## src/rtl/rx_deser_align_if.sv

```systemverilog
// rx_deser_align_if: serial input / aligned parallel output bundle of the RX deserializer.
// Optional macro RX_BITSLIP_EN adds the manual Slip request line.
interface rx_deser_align_if #(
    parameter int WORD_W = 10
);
    logic              Serial;
`ifdef RX_BITSLIP_EN
    logic              Slip;
`endif
    logic [WORD_W-1:0] RxParallel;
    logic              RxValid;
    logic              RxComma;
    logic              Locked;

`ifdef RX_BITSLIP_EN
    modport master (output Serial, output Slip,
                    input RxParallel, input RxValid, input RxComma, input Locked);
    modport slave  (input Serial, input Slip,
                    output RxParallel, output RxValid, output RxComma, output Locked);
`else
    modport master (output Serial,
                    input RxParallel, input RxValid, input RxComma, input Locked);
    modport slave  (input Serial,
                    output RxParallel, output RxValid, output RxComma, output Locked);
`endif
endinterface

```

## src/rtl/rx_deser_align.sv

```systemverilog
// rx_deser_align: serial-to-parallel deserializer with comma-based word alignment,
// lock qualification over LOCK_CNT aligned commas and loss after LOSS_CNT misaligned ones.
// Optional macro RX_BITSLIP_EN: adds the Slip input (holds the word phase for one bit in
// HUNT/SYNC so the boundary moves one bit later).
module rx_deser_align #(
    parameter int                WORD_W    = 10,
    parameter logic [WORD_W-1:0] COMMA     = 10'b0011111010,
    parameter bit                MSB_FIRST = 1'b0,
    parameter int                LOCK_CNT  = 3,
    parameter int                LOSS_CNT  = 4
) (
    input logic             BitCLK,
    input logic             Reset,
    rx_deser_align_if.slave rx
);
    localparam int PH_W   = $clog2(WORD_W);
    localparam int GOOD_W = $clog2(LOCK_CNT + 1);
    localparam int BAD_W  = $clog2(LOSS_CNT + 1);

    localparam logic [PH_W-1:0]   PH_ZERO   = PH_W'(0);
    localparam logic [PH_W-1:0]   PH_ONE    = PH_W'(1);
    localparam logic [PH_W-1:0]   PH_LAST   = PH_W'(WORD_W - 1);
    localparam logic [GOOD_W-1:0] GOOD_ZERO = GOOD_W'(0);
    localparam logic [GOOD_W-1:0] GOOD_ONE  = GOOD_W'(1);
    localparam logic [GOOD_W-1:0] GOOD_LAST = GOOD_W'(LOCK_CNT - 1);
    localparam logic [GOOD_W-1:0] GOOD_MAX  = GOOD_W'(LOCK_CNT);
    localparam logic [BAD_W-1:0]  BAD_ZERO  = BAD_W'(0);
    localparam logic [BAD_W-1:0]  BAD_ONE   = BAD_W'(1);
    localparam logic [BAD_W-1:0]  BAD_LAST  = BAD_W'(LOSS_CNT - 1);

    // Reverse bit order of a word.
    function automatic logic [WORD_W-1:0] bit_rev(input logic [WORD_W-1:0] v);
        logic [WORD_W-1:0] r;
        r = '0;
        for (int i = 0; i < WORD_W; i++) begin
            r[i] = v[WORD_W-1-i];
        end
        return r;
    endfunction

    // COMMA is written first-received-bit-at-MSB; map it into the output word orientation.
    localparam logic [WORD_W-1:0] COMMA_W = (MSB_FIRST != 1'b0) ? COMMA : bit_rev(COMMA);

    typedef enum logic [1:0] {
        ST_HUNT   = 2'd0,
        ST_SYNC   = 2'd1,
        ST_LOCKED = 2'd2
    } state_t;

    state_t              state_r;
    logic [WORD_W-1:0]   sr_r;
    logic [WORD_W-1:0]   par_r;
    logic [PH_W-1:0]     ph_r;
    logic [GOOD_W-1:0]   good_r;
    logic [BAD_W-1:0]    bad_r;
    logic                valid_r;
    logic                comma_r;
    logic                locked_r;

    logic [WORD_W-1:0]   nw_s;
    logic [PH_W-1:0]     ph_inc_s;
    logic                match_s;
    logic                boundary_s;
    logic                slip_s;

`ifdef RX_BITSLIP_EN
    assign slip_s = rx.Slip;
`else
    assign slip_s = 1'b0;
`endif

    // Next window with the incoming bit, comma match and word-boundary decode.
    always_comb begin
        nw_s = sr_r;
        if (MSB_FIRST != 1'b0) begin
            nw_s = {sr_r[WORD_W-2:0], rx.Serial};
        end else begin
            nw_s = {rx.Serial, sr_r[WORD_W-1:1]};
        end
        match_s    = (nw_s == COMMA_W) || (nw_s == ~COMMA_W);
        boundary_s = (ph_r == PH_LAST);
        if (boundary_s) begin
            ph_inc_s = PH_ZERO;
        end else begin
            ph_inc_s = ph_r + PH_ONE;
        end
    end

    // Shift register, HUNT/SYNC/LOCKED alignment FSM and registered outputs.
    always_ff @(posedge BitCLK) begin
        if (Reset) begin
            sr_r     <= '0;
            par_r    <= '0;
            ph_r     <= PH_ZERO;
            good_r   <= GOOD_ZERO;
            bad_r    <= BAD_ZERO;
            valid_r  <= 1'b0;
            comma_r  <= 1'b0;
            locked_r <= 1'b0;
            state_r  <= ST_HUNT;
        end else begin
            sr_r     <= nw_s;
            valid_r  <= 1'b0;
            comma_r  <= 1'b0;
            locked_r <= (state_r == ST_LOCKED);
            case (state_r)
                ST_HUNT: begin
                    if (match_s) begin
                        par_r   <= nw_s;
                        valid_r <= 1'b1;
                        comma_r <= 1'b1;
                        ph_r    <= PH_ZERO;
                        good_r  <= GOOD_ONE;
                        bad_r   <= BAD_ZERO;
                        state_r <= (LOCK_CNT == 1) ? ST_LOCKED : ST_SYNC;
                    end else if (slip_s) begin
                        ph_r <= ph_r;
                    end else begin
                        ph_r <= ph_inc_s;
                    end
                end
                ST_SYNC: begin
                    if (match_s && boundary_s) begin
                        // A comma exactly on the boundary is always the aligned case.
                        par_r   <= nw_s;
                        valid_r <= 1'b1;
                        comma_r <= 1'b1;
                        ph_r    <= PH_ZERO;
                        if (good_r >= GOOD_LAST) begin
                            good_r  <= GOOD_MAX;
                            bad_r   <= BAD_ZERO;
                            state_r <= ST_LOCKED;
                        end else begin
                            good_r <= good_r + GOOD_ONE;
                        end
                    end else if (match_s) begin
                        // Off-boundary comma: realign onto it and restart qualification.
                        par_r   <= nw_s;
                        valid_r <= 1'b1;
                        comma_r <= 1'b1;
                        ph_r    <= PH_ZERO;
                        good_r  <= GOOD_ONE;
                    end else if (slip_s) begin
                        ph_r <= ph_r;
                    end else if (boundary_s) begin
                        par_r   <= nw_s;
                        valid_r <= 1'b1;
                        ph_r    <= PH_ZERO;
                    end else begin
                        ph_r <= ph_inc_s;
                    end
                end
                ST_LOCKED: begin
                    if (boundary_s) begin
                        par_r   <= nw_s;
                        valid_r <= 1'b1;
                        comma_r <= match_s;
                        ph_r    <= PH_ZERO;
                        if (match_s) begin
                            bad_r <= BAD_ZERO;
                        end else begin
                            bad_r <= bad_r;
                        end
                    end else if (match_s) begin
                        // Misaligned comma: keep the phase, count towards loss of lock.
                        if (bad_r >= BAD_LAST) begin
                            state_r <= ST_HUNT;
                            ph_r    <= PH_ZERO;
                            good_r  <= GOOD_ZERO;
                            bad_r   <= BAD_ZERO;
                        end else begin
                            bad_r <= bad_r + BAD_ONE;
                            ph_r  <= ph_inc_s;
                        end
                    end else begin
                        ph_r <= ph_inc_s;
                    end
                end
                default: begin
                    state_r <= ST_HUNT;
                    ph_r    <= PH_ZERO;
                    good_r  <= GOOD_ZERO;
                    bad_r   <= BAD_ZERO;
                end
            endcase
        end
    end

    assign rx.RxParallel = par_r;
    assign rx.RxValid    = valid_r;
    assign rx.RxComma    = comma_r;
    assign rx.Locked     = locked_r;

endmodule

```

## src/flat_wrapper.sv

```systemverilog
// flat-port wrapper written by rule: the top's interface ports become plain ports
module rx_deser_align_flat 
#(
    parameter int                WORD_W    = 10,
    parameter logic [WORD_W-1:0] COMMA     = 10'b0011111010,
    parameter bit                MSB_FIRST = 1'b0,
    parameter int                LOCK_CNT  = 3,
    parameter int                LOSS_CNT  = 4
)
  (BitCLK, Reset, rx_Serial, rx_RxParallel, rx_RxValid, rx_RxComma, rx_Locked);
  rx_deser_align_if #(.WORD_W(WORD_W)) rx_i ();
  input logic BitCLK;
  input logic Reset;
  input wire logic [$bits(rx_i.Serial)-1:0] rx_Serial;
  output wire logic [$bits(rx_i.RxParallel)-1:0] rx_RxParallel;
  output wire logic [$bits(rx_i.RxValid)-1:0] rx_RxValid;
  output wire logic [$bits(rx_i.RxComma)-1:0] rx_RxComma;
  output wire logic [$bits(rx_i.Locked)-1:0] rx_Locked;
  assign rx_i.Serial = rx_Serial;
  assign rx_RxParallel = rx_i.RxParallel;
  assign rx_RxValid = rx_i.RxValid;
  assign rx_RxComma = rx_i.RxComma;
  assign rx_Locked = rx_i.Locked;
  rx_deser_align #(.WORD_W(WORD_W), .COMMA(COMMA), .MSB_FIRST(MSB_FIRST), .LOCK_CNT(LOCK_CNT), .LOSS_CNT(LOSS_CNT)) u_core (.BitCLK(BitCLK), .Reset(Reset), .rx(rx_i));
endmodule
```

## config.mk

```make
export PLATFORM = sky130hd
export DESIGN_NAME = rx_deser_align_flat
export DESIGN_NICKNAME = d
export VERILOG_FILES = /design/src/rtl/rx_deser_align_if.sv /design/src/rtl/rx_deser_align.sv /design/src/flat_wrapper.sv
export SDC_FILE = /design/constraint.sdc
export NUM_CORES = 1
export LEC_CHECK = 0
export BUFFER_PORTS_ARGS = -buffer_cell sky130_fd_sc_hd__buf_2
export CAP_MARGIN = 10
export CORE_ASPECT_RATIO = 0.7
export CORE_UTILIZATION = 40
export DETAILED_ROUTE_END_ITERATION = 7
export GPL_TIMING_DRIVEN = 0
export HOLD_SLACK_MARGIN = 0.1
export PLACE_DENSITY = 0.57
export SYNTH_ARGS = -nofsm -noshare
export SYNTH_HDL_FRONTEND = slang
export SYNTH_SLANG_ARGS = --single-unit
export TNS_END_PERCENT = 100
```

## constraint.sdc

```tcl
create_clock -name BitCLK -period 2.85 [get_ports BitCLK]
set_clock_uncertainty 0.05 [all_clocks]
set_input_delay 0.285 -clock BitCLK [delete_from_list [all_inputs] [get_ports BitCLK]]
set_output_delay 0.285 -clock BitCLK [all_outputs]
set_load 0.02 [all_outputs]
```

Word-level counts from Yosys, hierarchy flattened:

Index checks and enable logic that the tools add are counted.

* add/subtract/negate cells: 3
* $lt $le $gt $ge: 2
* equal/unequal tests: 12
* muxes and demuxes: 40
* reductions and logical operators: 8

Operators by type and width (number)
* 2-to-1 mux 10 bit: 4
* 2-to-1 mux 4 bit: 8
* case mux 10 bit (3 select lines): 1
* 2-to-1 mux 2 bit: 9
* 2-to-1 mux 3 bit: 6
* case mux 2 bit (3 select lines): 2
* case mux 4 bit (3 select lines): 1
* equality test 10 bit, second input constant: 1
* equality test 10 x 9 -> 1 bit, second input constant: 1
* case mux 3 bit (3 select lines): 1
* inequality test 2 x 1 -> 1 bit, second input constant: 4
* 2-to-1 mux 1 bit: 6
* case mux 1 bit (3 select lines): 2
* AND reduction 3 bit: 2
* AND reduction 6 bit: 1
* adder 4 x 1 -> 4 bit, second input constant: 1
* equality test 4 bit, second input constant: 1
* inequality test 2 bit, second input constant: 2
* adder 3 x 1 -> 3 bit, second input constant: 1
* >= comparator 3 x 2 -> 1 bit, second input constant: 1
* inequality test 3 x 1 -> 1 bit, second input constant: 1
* nonzero test 3 bit: 1
* adder 2 x 1 -> 2 bit, second input constant: 1
* equality test 2 x 1 -> 1 bit, second input constant: 1
* 6 further kinds: 6

* bits in registers: 34
* input bits: 3
* word-level logic and storage cells: 74

Depth between registers and ports, before layout:

* depth in word-level cells: 6
* gate-level depth with buffers: 9
* mapped depth without buffers: 7

Least setup slack after synthesis:

Ideal clock, no wire load.

* path kind: register -> register
* start: register u_core.state_r[1]
* end: register u_core.par_r[8] (netlist: u_core.rx.RxParallel[8])
* setup time: 0.080 ns
* arrival: 1.928 ns
* path slack: 0.792 ns
* stages on the path, launching flop included: 10
* clock period less this slack: 2.058 ns
* path through: dfxtp_1 inv_1 ha_1 clkbuf_1 inv_2 or4b_1 buf_2 a31oi_4 a21oi_1 a211oi_2

* longest elaborated chain between the ends: 3
* elaborated cells between the ends (all ways): 7
* those cells by class: eq/ne (3); mux (1); reduce/logical (3)

Ends and longest elaborated chain
* from (decl): RTL line rx_deser_align.sv:50 `state_t state_r;`
* from (signal assigned): RTL line rx_deser_align.sv:115 `state_r <= (LOCK_CNT == 1) ? ST_LOCKED : ST_SYNC;`
* equality test 2 x 1 -> 1 bit, or another cell as far along: RTL line rx_deser_align.sv:106 `case (state_r)`
* nonzero test 3 bit (no source line) / inequality test 2 x 1 -> 1 bit (equally long branches)
* AND reduction 2 bit (no source line)
* to (signal assigned): RTL line rx_deser_align.sv:109 `par_r <= nw_s;`
* to (signal assigned): RTL line rx_deser_align.sv:125 `par_r <= nw_s;`
* to (signal assigned): RTL line rx_deser_align.sv:138 `par_r <= nw_s;`
* to (decl): RTL line rx_deser_align.sv:52 `logic [WORD_W-1:0] par_r;`

Several ways; a longest one is shown, not always the timed one.
A chain may end at the register's enable or synchronous reset.

Worst setup path in the final report:

* start: register u_core.state_r[1]
* end: register u_core.par_r[9] (netlist: u_core.rx.RxParallel[9])

Same word-level chain as after synthesis.

==> run metrics <==
status=completed; Post-layout nets=roughly 250; reg-to-reg slack, setup=around 0.37 ns; Final period util=87.0%; max_slew headroom=between 40% and 50%; number of global-route vias before repair=1402; Syn Nets=225; r2r worst-path depth=7; Sinks on Clock Net=33; type of destination of the critical path=flip-flop; number of enable flip-flop cells after synthesis=0; Post-Route Hold Slack=between 0.1 and 0.15 ns; number of filler instances in the final layout=439; full die area=0.00488 mm²; cell area after technology mapping=between 0.0015 and 0.002 mm²; pin count of the biggest net entering global routing=11; number of maximum-capacitance violations=0; number of levels in the clock H-tree=2; maximum fanout along the worst path=9; most frequently used flop master after synthesis=dfxtp_1; Slew @ Worst Pin=0.811 ns; leakage dissipation=0.739 nW; RSZ-0062 raised after global routing=no; Total GRT Usage=between 15 and 20%; average wire per cell in the routed design=15.4 µm; fraction of final layout cells sized beyond drive strength 1=16.1%; DRC errors left=0; startpoint of the most critical setup path=u_core.state_r[1]; core box area=0.00438 mm²; Max stage delay cell, worst path=o41ai_1; detail-routed via count per cell=5.67; number of warnings issued by yosys=0; DIE WIDTH=83.1 µm; switching power=approximately 190 µW; number of endpoints failing setup at the final stage=0; TritonCTS Buffers=5; Row Count=20; buffers inserted by post-CTS timing repair=0; Clock transition at path regs=~0.060 ns; final sum of negative setup slack=0 ns; number of search-and-repair iterations in the first detailed-routing pass=4; start of the worst register-to-register path=u_core.state_r[1]; violation count after the first detailed-routing iteration=around 200; count of unique library cells instantiated by Yosys=56; R2R Path End=u_core.rx.RxParallel[9]; Internal=670 µW; RePlAce Congestion=0.834; detailed-placement wirelength estimate=3230 µm; Worst Hold Class=input pin to flip-flop; combinational fraction of design power=3.5%; clock tree from TritonCTS=yes; Max IR drop VDD=208 µV; type of the worst setup path=flip-flop to flip-flop; Starting Density=42.1%; overflow left after global routing=0; register bit total from synthesis=33; Mapped Cells=about 210; area added between synthesis and finish=12.5%; data required time of the worst path=2.99 ns; root buffer cell=clkbuf_8; time the worst path needs with I/O delays and setup=2.48 ns; number of stages on the worst setup path=7; number of I/O pins=16; Critical Path, Cell by Cell=inv_1 -> ha_1 -> clkbuf_1 -> inv_2 -> o41ai_1 -> o21ai_1 -> a221oi_1; async set or reset register ratio after synthesis=0%; final count of hold timing violations=0; insertion delay of the later-clocked pin in the worst-skew pair=0.28 ns; design area=between 0.002 and 0.0025 mm²; buffers from clock root to sink, at most=2; wire length of the first global-routing pass=around 7300 µm; max-slew violation count=0; cell family with the largest share of critical-path delay=compound AO/OA/AOI/OAI gates; end point of the critical path=u_core.rx.RxParallel[9]; top achievable clock speed=0.403 GHz; Detailed Route WL=between 4000 and 5000 µm; power share of the sequential group=55.3%; Worst Path Buf+Inv=3; total power density per cell area=414 mW/mm²; switching part of the total=a little over a fifth; Power, Total=857 µW; Final Instance Count excl. Fillers=a little under 300; count of instances resized after the clock tree is built=0; proportion of power drawn by the clock network=41.2%; number of hold-repair buffers added at the cts stage=0; post-synthesis sequential area ratio=around 36%; DP Area=0.00199 mm²; count of buffers from port buffering=15; number of antenna violations at the first check in global routing=0; slowest cell delay on critical path=0.80 ns; count of antenna-violating nets left after detailed routing=0; total instance count after detailed placement=284; Antenna diodes=0; CP startpoint kind=flip-flop; endpoint arrival time on the critical path=2.62 ns; average cell area after synthesis=8.61 µm²; vias after detailed routing=1650; y dimension of the die=58.8 µm
[stage by stage]
stage	utilization [%]	setup slack (ns)
after global routing	47.3	0.137
after floorplan	-	0.792
after detailed placement	45.3	0.388
final	47.3	0.370
after CTS	47.3	0.371
after global placement	45.3	0.391
[flip-flops by register name, summed over array words and instances, names as in the netlist]
name,flops
u_core.sr_r,9
u_core.rx.RxValid,1
u_core.rx.Locked,1
u_core.bad_r,3
u_core.rx.RxParallel,10
u_core.good_r,2
u_core.state_r,2
u_core.ph_r,4
u_core.rx.RxComma,1
[cell usage after synthesis, drive strengths merged, types with 3 or more instances]
master  instances  area share (%)
a31oi           7             3.2
inv            12             2.4
clkbuf          9             1.8
a21oi          14             3.8
ha              8             5.4
nor3b           3             1.8
nand2          20             4.1
nor2b          13             4.4
or4b            3             1.8
a311oi          3             1.4
a211oi          7             4.5
dfxtp          33              36
o21ai           6             1.6
o211ai          3             1.2
buf             4             1.5
or3             3             1.0
nor2           19             4.0
nor3            6             1.9
o41ai           4             2.3
o21a            4             1.6
[power by group through the flow]
| stage | logic, mW | registers (mW) | clock network [mW] |
|---|---|---|---|
| after detailed placement | 0.0297 | 0.484 | 0 |
| after floorplan | 0.0212 | 0.482 | 0 |
| after global placement | 0.0302 | 0.484 | 0 |
| after CTS | 0.0298 | 0.473 | 0.365 |
| after global routing | 0.0333 | 0.474 | 0.389 |
| final | 0.0300 | 0.474 | 0.354 |
[routing by layer]
| layer | GRT usage, % | share of wire [%] | vias up | routed length (µm) |
|---|---|---|---|---|
| li1 | - | - | 821 | - |
| met1 | 30.8 | 57 | 777 | 2550 |
| met2 | 25.1 | 36 | 42 | 1600 |
| met3 | 4.91 | 5.9 | 10 | 264 |
| met4 | 7.88 | 1.7 | 0 | 78 |
| met5 | 0 | 0 | - | 0 |
[cells in the final DEF (no fill, tap or decap), drive strengths merged, types with 8 or more instances in the layout]
cell,n
nor2b,13
a21oi,14
clkbuf,16
nor2,19
nand2,20
inv,12
dfxtp,33
ha,8
buf,19
[worst reg2reg max path, delay by kind of cell (launching register included)]
kind | cells | cell delay, ns
AO/OA/AOI/OAI | 3 | 1.22
adder cells (fa/ha/maj) | 1 | 0.16
buffers and inverters | 3 | 0.63
flip-flops | 1 | 0.32
[logic make-up after synthesis]
family                     Yosys count  share of synthesized area (%)
AOI/OAI and AO/OA                   63                           26.4
xor gates and xnor gates             2                          0.951
adders and majority gates            8                           5.43
buffers and inverters               25                           5.77
DFF                                 33                           35.9
muxes                                2                           1.09
and+or+nand+nor                     81                           24.5
[final cells by class]
class | count | area, µm² | share of cell area, %
Multi-Input combinational cell | 156 | 1070 | 51.9
Sequential cell | 33 | 661 | 31.9
Clock buffer | 7 | 86.3 | 4.17
Buffer | 13 | 61.3 | 2.96
Timing Repair Buffer | 15 | 75.1 | 3.62
Tap cell | 55 | 68.8 | 3.32
Inverter | 12 | 45.0 | 2.17
[worst min-delay path by stage]
stage | startpoint | to | slack (ns) | cells after the start
after detailed placement | u_core.bad_r[0] | u_core.bad_r[0] | 0.42 | 1
after floorplan | Reset | u_core.rx.Locked | 0.32 | 1
after global placement | u_core.bad_r[0] | u_core.bad_r[0] | 0.41 | 1
after CTS | Reset | u_core.rx.Locked | 0.14 | 2
final | Reset | u_core.rx.Locked | 0.15 | 2
after global routing | Reset | u_core.rx.Locked | 0.16 | 2
Power figures use the tool's default switching activity.
